$ cat src/rtl/fetch_pkg.sv
// rtl/fetch_pkg.sv - shared types and constants for the instruction fetch stage
package fetch_pkg;

  // Tag kept per outstanding memory request: where it was fetched from and in which epoch
  typedef struct packed {
    logic [31:0] pc;
    logic        epoch;
  } fetch_tag_t;

  // Entry handed to decode
  typedef struct packed {
    logic [31:0] instr;
    logic [31:0] pc;
  } fetch_entry_t;

  localparam logic [31:0] INSTR_NOP = 32'h0000_0013;
  localparam logic [31:0] PC_INCR   = 32'd4;

  // Sequential successor of a fetch address; wraps at 2^32
  function automatic logic [31:0] next_pc(input logic [31:0] pc);
    return pc + PC_INCR;
  endfunction

endpackage

$ cat src/rtl/sync_fifo.sv
// rtl/sync_fifo.sv - synchronous FIFO with flush, full/empty/count; DEPTH must be a power of two
module sync_fifo #(
  parameter int WIDTH = 32,
  parameter int DEPTH = 2
) (
  input  logic                     clk,
  input  logic                     rst_n,
  input  logic                     i_flush,
  input  logic                     i_push,
  input  logic [WIDTH-1:0]         i_wr_data,
  input  logic                     i_pop,
  output logic [WIDTH-1:0]         o_rd_data,
  output logic                     o_full,
  output logic                     o_empty,
  output logic [$clog2(DEPTH):0]   o_count
);

  localparam int AW = $clog2(DEPTH);
  localparam int CW = AW + 1;

  logic [WIDTH-1:0] r_mem [DEPTH];
  logic [AW-1:0]    r_wr_ptr;
  logic [AW-1:0]    r_rd_ptr;
  logic [CW-1:0]    r_count;
  logic             w_do_push;
  logic             w_do_pop;

  assign o_full    = (r_count == CW'(DEPTH));
  assign o_empty   = (r_count == '0);
  assign o_count   = r_count;
  // A pop frees the slot in the same cycle, so a push at full is accepted alongside it
  assign w_do_pop  = i_pop && !o_empty;
  assign w_do_push = i_push && (!o_full || w_do_pop);
  // Empty reads as zero so downstream data is clean while nothing is valid
  assign o_rd_data = o_empty ? '0 : r_mem[r_rd_ptr];

  // Pointer and occupancy bookkeeping; flush discards everything including a same-cycle push
  always_ff @(posedge clk or negedge rst_n) begin
    if (!rst_n) begin
      r_wr_ptr <= '0;
      r_rd_ptr <= '0;
      r_count  <= '0;
    end else if (i_flush) begin
      r_wr_ptr <= '0;
      r_rd_ptr <= '0;
      r_count  <= '0;
    end else begin
      if (w_do_push) r_wr_ptr <= r_wr_ptr + AW'(1);
      if (w_do_pop)  r_rd_ptr <= r_rd_ptr + AW'(1);
      case ({w_do_push, w_do_pop})
        2'b10:   r_count <= r_count + CW'(1);
        2'b01:   r_count <= r_count - CW'(1);
        default: r_count <= r_count;
      endcase
    end
  end

  // Storage array; no reset needed because reads are masked while empty
  always_ff @(posedge clk) begin
    if (w_do_push && !i_flush) r_mem[r_wr_ptr] <= i_wr_data;
  end

endmodule

$ cat src/rtl/fetch_unit.sv
// rtl/fetch_unit.sv - instruction fetch stage; define FETCH_MISALIGN_TRAP_EN for misaligned-redirect trap
module fetch_unit
  import fetch_pkg::*;
#(
  parameter logic [31:0] RESET_PC   = 32'h0000_0000,
  parameter int          FIFO_DEPTH = 2
) (
  input  logic        clk,
  input  logic        rst_n,
  output logic        imem_req_valid,
  input  logic        imem_req_ready,
  output logic [31:0] imem_req_addr,
  input  logic        imem_rsp_valid,
  input  logic [31:0] imem_rsp_data,
  output logic        instr_valid,
  input  logic        instr_ready,
  output logic [31:0] instr,
  output logic [31:0] instr_pc,
  input  logic        redirect_valid,
  input  logic [31:0] redirect_pc,
  output logic        fetch_fault,
  output logic [31:0] fault_pc
);

  localparam int            CW        = $clog2(FIFO_DEPTH) + 1;
  localparam logic [CW:0]   DEPTH_LIM = (CW + 1)'(FIFO_DEPTH);
  localparam int            TAG_W     = $bits(fetch_tag_t);
  localparam int            ENTRY_W   = $bits(fetch_entry_t);

  logic [31:0]   r_pc;
  logic          r_epoch;

  logic          w_req_fire;
  logic          w_halted;
  logic [31:0]   w_redirect_target;
  logic [CW:0]   w_inflight;
  logic          w_rsp_pop;
  logic          w_rsp_keep;

  fetch_tag_t    w_tag_in;
  fetch_tag_t    w_tag_head;
  logic          w_tag_full_unused;
  logic          w_tag_empty;
  logic [CW-1:0] w_outstanding;

  fetch_entry_t  w_entry_in;
  fetch_entry_t  w_entry_head;
  logic          w_instr_full_unused;
  logic          w_instr_empty;
  logic [CW-1:0] w_instr_count;

  // Credits cover both words in flight and words buffered, so the buffer can never overflow.
  // Outstanding requests are exactly the occupancy of the tag FIFO.
  assign w_inflight     = {1'b0, w_outstanding} + {1'b0, w_instr_count};
  assign imem_req_valid = (w_inflight < DEPTH_LIM) && !w_halted;
  assign imem_req_addr  = r_pc;
  assign w_req_fire     = imem_req_valid && imem_req_ready;

  // Requests carry the epoch current at issue; a redirect in the same cycle leaves them stale
  assign w_tag_in   = '{pc: r_pc, epoch: r_epoch};
  assign w_rsp_pop  = imem_rsp_valid && !w_tag_empty;
  assign w_rsp_keep = w_rsp_pop && (w_tag_head.epoch == r_epoch) && !redirect_valid;
  assign w_entry_in = '{instr: imem_rsp_data, pc: w_tag_head.pc};

  assign instr_valid = !w_instr_empty;
  assign instr       = w_entry_head.instr;
  assign instr_pc    = w_entry_head.pc;

  sync_fifo #(
    .WIDTH (TAG_W),
    .DEPTH (FIFO_DEPTH)
  ) u_tag_fifo (
    .clk       (clk),
    .rst_n     (rst_n),
    .i_flush   (1'b0),
    .i_push    (w_req_fire),
    .i_wr_data (w_tag_in),
    .i_pop     (w_rsp_pop),
    .o_rd_data (w_tag_head),
    .o_full    (w_tag_full_unused),
    .o_empty   (w_tag_empty),
    .o_count   (w_outstanding)
  );

  sync_fifo #(
    .WIDTH (ENTRY_W),
    .DEPTH (FIFO_DEPTH)
  ) u_instr_fifo (
    .clk       (clk),
    .rst_n     (rst_n),
    .i_flush   (redirect_valid),
    .i_push    (w_rsp_keep),
    .i_wr_data (w_entry_in),
    .i_pop     (instr_ready),
    .o_rd_data (w_entry_head),
    .o_full    (w_instr_full_unused),
    .o_empty   (w_instr_empty),
    .o_count   (w_instr_count)
  );

  // PC and epoch: a redirect takes priority over the sequential advance
  always_ff @(posedge clk or negedge rst_n) begin
    if (!rst_n) begin
      r_pc    <= RESET_PC;
      r_epoch <= 1'b0;
    end else if (redirect_valid) begin
      r_pc    <= w_redirect_target;
      r_epoch <= ~r_epoch;
    end else if (w_req_fire) begin
      r_pc    <= next_pc(r_pc);
    end
  end

`ifdef FETCH_MISALIGN_TRAP_EN
  logic        r_fault;
  logic [31:0] r_fault_pc;
  logic        w_misaligned;

  assign w_misaligned      = (redirect_pc[1:0] != 2'b00);
  assign w_redirect_target = redirect_pc;
  assign w_halted          = r_fault;
  assign fetch_fault       = r_fault;
  assign fault_pc          = r_fault_pc;

  // Sticky trap: every redirect re-evaluates it, so only an aligned redirect releases fetch
  always_ff @(posedge clk or negedge rst_n) begin
    if (!rst_n) begin
      r_fault    <= 1'b0;
      r_fault_pc <= 32'h0;
    end else if (redirect_valid) begin
      r_fault    <= w_misaligned;
      r_fault_pc <= w_misaligned ? redirect_pc : 32'h0;
    end
  end
`else
  logic w_unused_redirect_lo;

  assign w_unused_redirect_lo = ^redirect_pc[1:0];
  assign w_redirect_target    = {redirect_pc[31:2], 2'b00};
  assign w_halted             = 1'b0;
  assign fetch_fault          = 1'b0;
  assign fault_pc             = 32'h0;
`endif

endmodule

$ cat config.mk
export PLATFORM = sky130hd
export DESIGN_NAME = fetch_unit
export DESIGN_NICKNAME = d
export VERILOG_FILES = /design/src/rtl/fetch_pkg.sv /design/src/rtl/sync_fifo.sv /design/src/rtl/fetch_unit.sv
export SDC_FILE = /design/constraint.sdc
export NUM_CORES = 1
export LEC_CHECK = 0
export ABC_AREA = 1
export CORE_MARGIN = 3
export CORE_UTILIZATION = 52
export CTS_CLUSTER_SIZE = 14
export DETAILED_ROUTE_END_ITERATION = 8
export GPL_TIMING_DRIVEN = 0
export PLACE_DENSITY = 0.87
export SLEW_MARGIN = 15
export SYNTH_ARGS = -nofsm -noshare
export SYNTH_HDL_FRONTEND = slang
export SYNTH_SLANG_ARGS = --single-unit
export TNS_END_PERCENT = 100
$ cat constraint.sdc
create_clock -name clk -period 4.6 [get_ports clk]
set_input_delay 0.92 -clock clk [delete_from_list [all_inputs] [get_ports clk]]
set_output_delay 0.92 -clock clk [all_outputs]
set_load 0.05 [all_outputs]
Word level (Yosys, flattened, before mapping) --
Memories as Yosys holds them, arrays and structs flattened. Index checks and enable logic that the tools add are counted.
Word-level totals: bits of input ports 70, memory bits (writable) 194, output and inout port bits 131, memories 2, logic and storage cells 67, flip-flop bits (word level) 41
Memory list:
- u_instr_fifo.r_mem | words 2, width 64, read ports 1, clocked after memory_dff 0, write ports 1, line sync_fifo.sv:21 | logic [WIDTH-1:0] r_mem [DEPTH];
- u_tag_fifo.r_mem | words 2, width 33, read ports 1, clocked after memory_dff 0, write ports 1, line sync_fifo.sv:21
Operators by class: bitwise gates (word level) 1, muxes and demuxes 15, equal/unequal tests 7, order comparisons 1, add/sub/neg operators 10, reduce and logical (&&, ||, !) cells 23
Operators with widths (count):
- two-way mux 32 bit | 2
- two-way mux 64 bit | 1
- two-way mux 33 bit | 1
- adder 32 x 3 -> 32 bit (second input constant) | 1
- logical AND 1 bit | 9
- equality test 2 bit (second input constant) | 4
- two-way mux 1 bit | 8
- one-hot mux 2 bit (2 select lines) | 2
- nonzero test 2 bit | 4
- zero test 1 bit | 5
- adder 1 bit (second input constant) | 4
- adder 2 x 1 -> 2 bit (second input constant) | 2
- equality test 2 x 1 -> 1 bit (second input constant) | 2
- zero test 2 bit | 2
- subtractor 2 x 1 -> 2 bit (second input constant) | 2
- adder 2 x 2 -> 3 bit | 1
- < comparator 3 x 2 -> 1 bit (second input constant) | 1
- nonzero test 3 bit | 1
- logical OR 1 bit | 2
- two-way mux 2 bit | 1
- equality test 1 bit | 1
- inverter 1 bit | 1

Logic depth before layout (Yosys ltp) --
depth after elaboration 9, mapped depth 12, gate-level depth less buffers 12

Cells and area by module --
A second synthesis with hierarchy kept.
Unflattened totals: cell total of the unflattened synthesis 999, area total of the unflattened synthesis 10613.9 µm²
Modules (own cells, without submodules):
- sync_fifo (u_instr_fifo) | seq. area each 3943.8 µm², cells each 380, instances 1, area an instance 5225.0 µm²
- sync_fifo (u_tag_fifo) | seq. area each 2082.0 µm², cells each 214, instances 1, area an instance 2740.1 µm²
- fetch_unit | seq. area each 775.7 µm², cells each 405, instances 1, area an instance 2648.8 µm²

Least setup slack after synthesis --
OpenSTA, ideal clock, no wires.
path kind input -> register, start point input port redirect_valid, end point memory u_instr_fifo.r_mem[0][10] (netlist bit), enable pin, setup slack 1 ps, required time 4116 ps, arrival time 4115 ps, stages on the path 6, buffers on the path 1, path through buf_2 > inv_2 > nand3_1 > nor2_1 > nand2_1 > nor2_1
Between the ends: longest elaborated chain between the ends 6
RTL lines:
- start, declared | line fetch_unit.sv:19 | input logic redirect_valid,
- zero test 1 bit * | line sync_fifo.sv:60, fetch_unit.sv:62
- logical AND 1 bit | line fetch_unit.sv:62 | assign w_rsp_keep = w_rsp_pop && (w_tag_head.epoch == r_epoch) && !redirect_valid;
- logical AND 1 bit | line sync_fifo.sv:33 | assign w_do_push = i_push && (!o_full || w_do_pop);
- logical AND 1 bit * | line sync_fifo.sv:60 | if (w_do_push && !i_flush) r_mem[r_wr_ptr] <= i_wr_data;
- two-way mux 1 bit * | line sync_fifo.sv:60
- two-way mux 1 bit (not written as such) * | line sync_fifo.sv:60
- end, declared | line sync_fifo.sv:21
Mark *: on every way between the ends. The rest lies on a longest branch, timed or not.

Worst setup path after layout --
start point register u_instr_fifo.r_rd_ptr, end point output port instr_pc[1]
Between the ends: longest elaborated chain between the ends 2
RTL lines:
- start, declared | line sync_fifo.sv:23 | logic [AW-1:0] r_rd_ptr;
- start signal, assigned | line sync_fifo.sv:49 | if (w_do_pop) r_rd_ptr <= r_rd_ptr + AW'(1);
- memory read (2 x 64 bit)
- two-way mux 64 bit | line sync_fifo.sv:35 | assign o_rd_data = o_empty ? '0 : r_mem[r_rd_ptr];
- end, declared | line fetch_unit.sv:18 | output logic [31:0] instr_pc,
No other way between the ends.

==> summary.md <==
| Metric | Value |
|---|---|
| Status | finished clean |
| Residual DRC | 0 |
| FF+latch count, synth | 227 |
| Critical path launch point type | flop |
| H-tree depth | 1 |
| Row count | 50 |
| CTS Buf Count | 23 |
| WP depth | 8 |
| Final #Nets | 1268 |
| Initial antenna violation count | 0 |
| Final setup violation count | 0 |
| Post-DP HPWL | 17300 um |
| Ports | 201 |
| Initial Util | 0.532 |
| Die Y | 145 um |
| First-pass GRT wire length | 38700 um |
| Worst EP arrival | 2980 ps |
| Distinct cell type count after synthesis | 32 |
| Area Growth Syn to Fin | 29.3% |
| Post-Route WL | 25300 um |
| Number of global-route vias before repair | 7594 |
| Clock transition at the registers of the reported paths | 60 ps |
| CTS tree | built |
| YS warnings | 0 |
| Critical Path Sink Type | output pin |
| HP Class | input port to asynchronous set/reset pin |
| CP max stage delay | 790 ps |
| Worst Path Required | 3680 ps |
| Resized cells post-CTS | 0 |
| RSZ-0062 raised after global routing | no |
| Port buffer count | 162 |
| Avg WL per Cell | 17.2 um |
| Critical Path Sink | instr_pc[1] |
| Worst setup path startpoint | u_instr_fifo.r_rd_ptr |
| PD cells | 640 nW/um^2 |
| Slowest cell on crit path | clkdlybuf4s50_1 |
| CP Class | flop to output pin |
| Min Clock Period, post-route | 3900 ps |
| Worst skew pair latency | 510 ps |
| Fin. Hold Viols | 0 |
| Sequential share of the synthesized area | 0.661 |
| Crit-path most repeated cell | buf_2 |
| Post-CTS setup buffer count | 0 |
| Share of layout cells above drive strength 1 | 0.0983 |
| CTS Sinks | 227 |
| Family with the most delay on the worst path | buffers and inverters |
| Final WS setup | 702 ps |
| Clock Skews | 13.4 ps |
| Crit path max fanout | 10 |
| Vias after detailed routing | 7759 |
| R2R cell count | 10 |
| Max-Cap Viols | 0 |
| Worst reg2reg setup slack | 1580 ps |
| Post-synthesis cell area | 10000 sq um |
| Slew @ Worst Pin | 759 ps |
| Die Wd | 145 um |
| Synth Area per Inst | 10.4 sq um |
| Cells after Synth | 965 |
| Drt pass-1 iters | 7 |
| Vias/cell | 5.27 |
| Max clock buf depth | 3 |
| Leak Pwr | 0.00491 uW |
| Max Freq | 257 MHz |
| Dpl ws | 1210 ps |
| Diode count | 0 |
| Worst slew margin | 0.491 |
| Crit share post-route | 0.847 |
| Post-DRT Antenna Nets | 0 |
| Worst R2R End | u_tag_fifo.r_mem[0][5] |
| Core region area | 18800 sq um |
| DRT iter0 DRCs | 615 |
| Max-slew violation count | 0 |
| Root Buffer | clkbuf_16 |
| Largest net degree at the start of global routing | 33 |
| Critical Path, Cell by Cell | clkbuf_1, inv_1, buf_2, buf_2, nand2_1, a21oi_1, buf_4, clkdlybuf4s50_1 |
| Max IR drop VDD | 0.403 mV |
| Hold_buf cts | 0 |
| CP Buf/Inv Count | 6 |
| Die Footprint | 21000 sq um |
| Routability cong. | 0.964 |
| Setup TNS Final | 0 ps |
| GRT overflow | 0 |
| R2R Path Start | u_tag_fifo.o_count[0] |
| All-Layer GR Usage | 0.237 |
==> worst min-delay path by stage <==
stage	startpoint	cells after the start	to	slack, ps
after floorplan	u_instr_fifo.r_wr_ptr	1	u_instr_fifo.r_wr_ptr	480
after global placement	u_instr_fifo.r_wr_ptr	1	u_instr_fifo.r_wr_ptr	500
after detailed placement	u_instr_fifo.r_wr_ptr	1	u_instr_fifo.r_wr_ptr	570
after CTS	rst_n	1	imem_req_addr[19]	260
after global routing	rst_n	1	imem_req_addr[19]	270
final	rst_n	1	imem_req_addr[19]	270
==> cells by family after synthesis <==
group           count (synthesis)  synth area share
simple gates                  495             0.207
flops                         227             0.661
compound gates                119            0.0621
buf+inv                       111            0.0567
xor+xnor                        9           0.00787
fa+ha+maj                       3           0.00450
other cells                     1          0.000375
==> layer usage <==
layer / wire [um] / share of wire / up-vias / global-route usage
met5: 0 / 0 / - / 0
met4: 762 / 0.030 / 0 / 0.0849
met3: 2250 / 0.089 / 59 / 0.0437
met2: 12800 / 0.51 / 407 / 0.415
met1: 9440 / 0.37 / 3651 / 0.294
li1: - / - / 3642 / -
==> Yosys cell counts, drive strengths merged <==
master | instances | area, sq um
a21oi | 101 | 505
a31oi | 2 | 12.5
buf | 48 | 332
clkbuf | 28 | 105
conb | 1 | 3.75
dfrtp | 39 | 976
edfxtp | 188 | 5650
fa | 1 | 20.0
ha | 2 | 25.0
inv | 35 | 131
nand2 | 352 | 1340
nand3 | 33 | 165
nand3b | 13 | 110
nand4 | 6 | 37.5
nor2 | 87 | 394
nor3 | 4 | 25.0
o211ai | 4 | 30.0
o21ai | 8 | 40.0
o221ai | 1 | 8.76
o22ai | 2 | 12.5
o31ai | 1 | 12.5
xnor2 | 3 | 26.3
xor2 | 6 | 52.6
==> layout by cell type (no fill, tap or decap), types with 33 or more instances in the layout <==
cell             netlist  layout
nand2_1              344     344
dfrtp_1               39      39
buf_4                 37      37
conb_1                 1      37
clkbuf_1              28      37
nor2_1                72      68
edfxtp_1             188     188
nand3_1               33      33
clkdlybuf4s50_1        0     161
a21oi_1              101     101
==> layout make-up <==
cell class / count / area [sq um]
Clock inverter: 9 / 42.5
Multi-Input combinational cell: 663 / 2990
Buffer: 76 / 437
Clock buffer: 32 / 609
Tap cell: 260 / 325
Timing Repair Buffer: 169 / 1790
Fill cell: 1319 / 5890
Inverter: 35 / 131
Sequential cell: 227 / 6620
==> worst register-to-register path: stages (launching register included) <==
cell and delay [ps]:
dfrtp_1 460, nand2_1 100, inv_1 50, fa_1 420, nor2_1 240, nand2_2 230, inv_2 120, buf_4 200
o31ai_2 200, nor2_4 460, buf_16 230
==> sequential cells by signal, summed over array words and instances, names as in the netlist, 2 cells and up <==
name,flops
imem_req_addr,30
u_tag_fifo.o_count,2
u_tag_fifo.r_mem,62
u_instr_fifo.r_mem,126
u_instr_fifo.o_count,2
==> power by group <==
group          internal, uW  total, uW  leakage, uW  switching, uW
sequential             2810       3120      0.00219            311
clock                   922       1650     0.000316            727
combinational          1030       3510      0.00241           2480
total                  4760       8280      0.00491           3520
==> stage by stage <==
step / cells / hold WS, ps / utilization / power, uW / cell area, sq um
floorplan: 1001 / 484 / - / 5360 / 10100
global placement: 1423 / 498 / 0.642 / 6430 / 12100
detailed placement: 1430 / 568 / 0.653 / 6610 / 12300
CTS: 1471 / 256 / 0.687 / 8290 / 12900
global route: 1471 / 272 / 0.687 / 8680 / 12900
finish: 1471 / 266 / 0.687 / 8280 / 12900
Note: power is estimated with default switching activity, not from simulation.
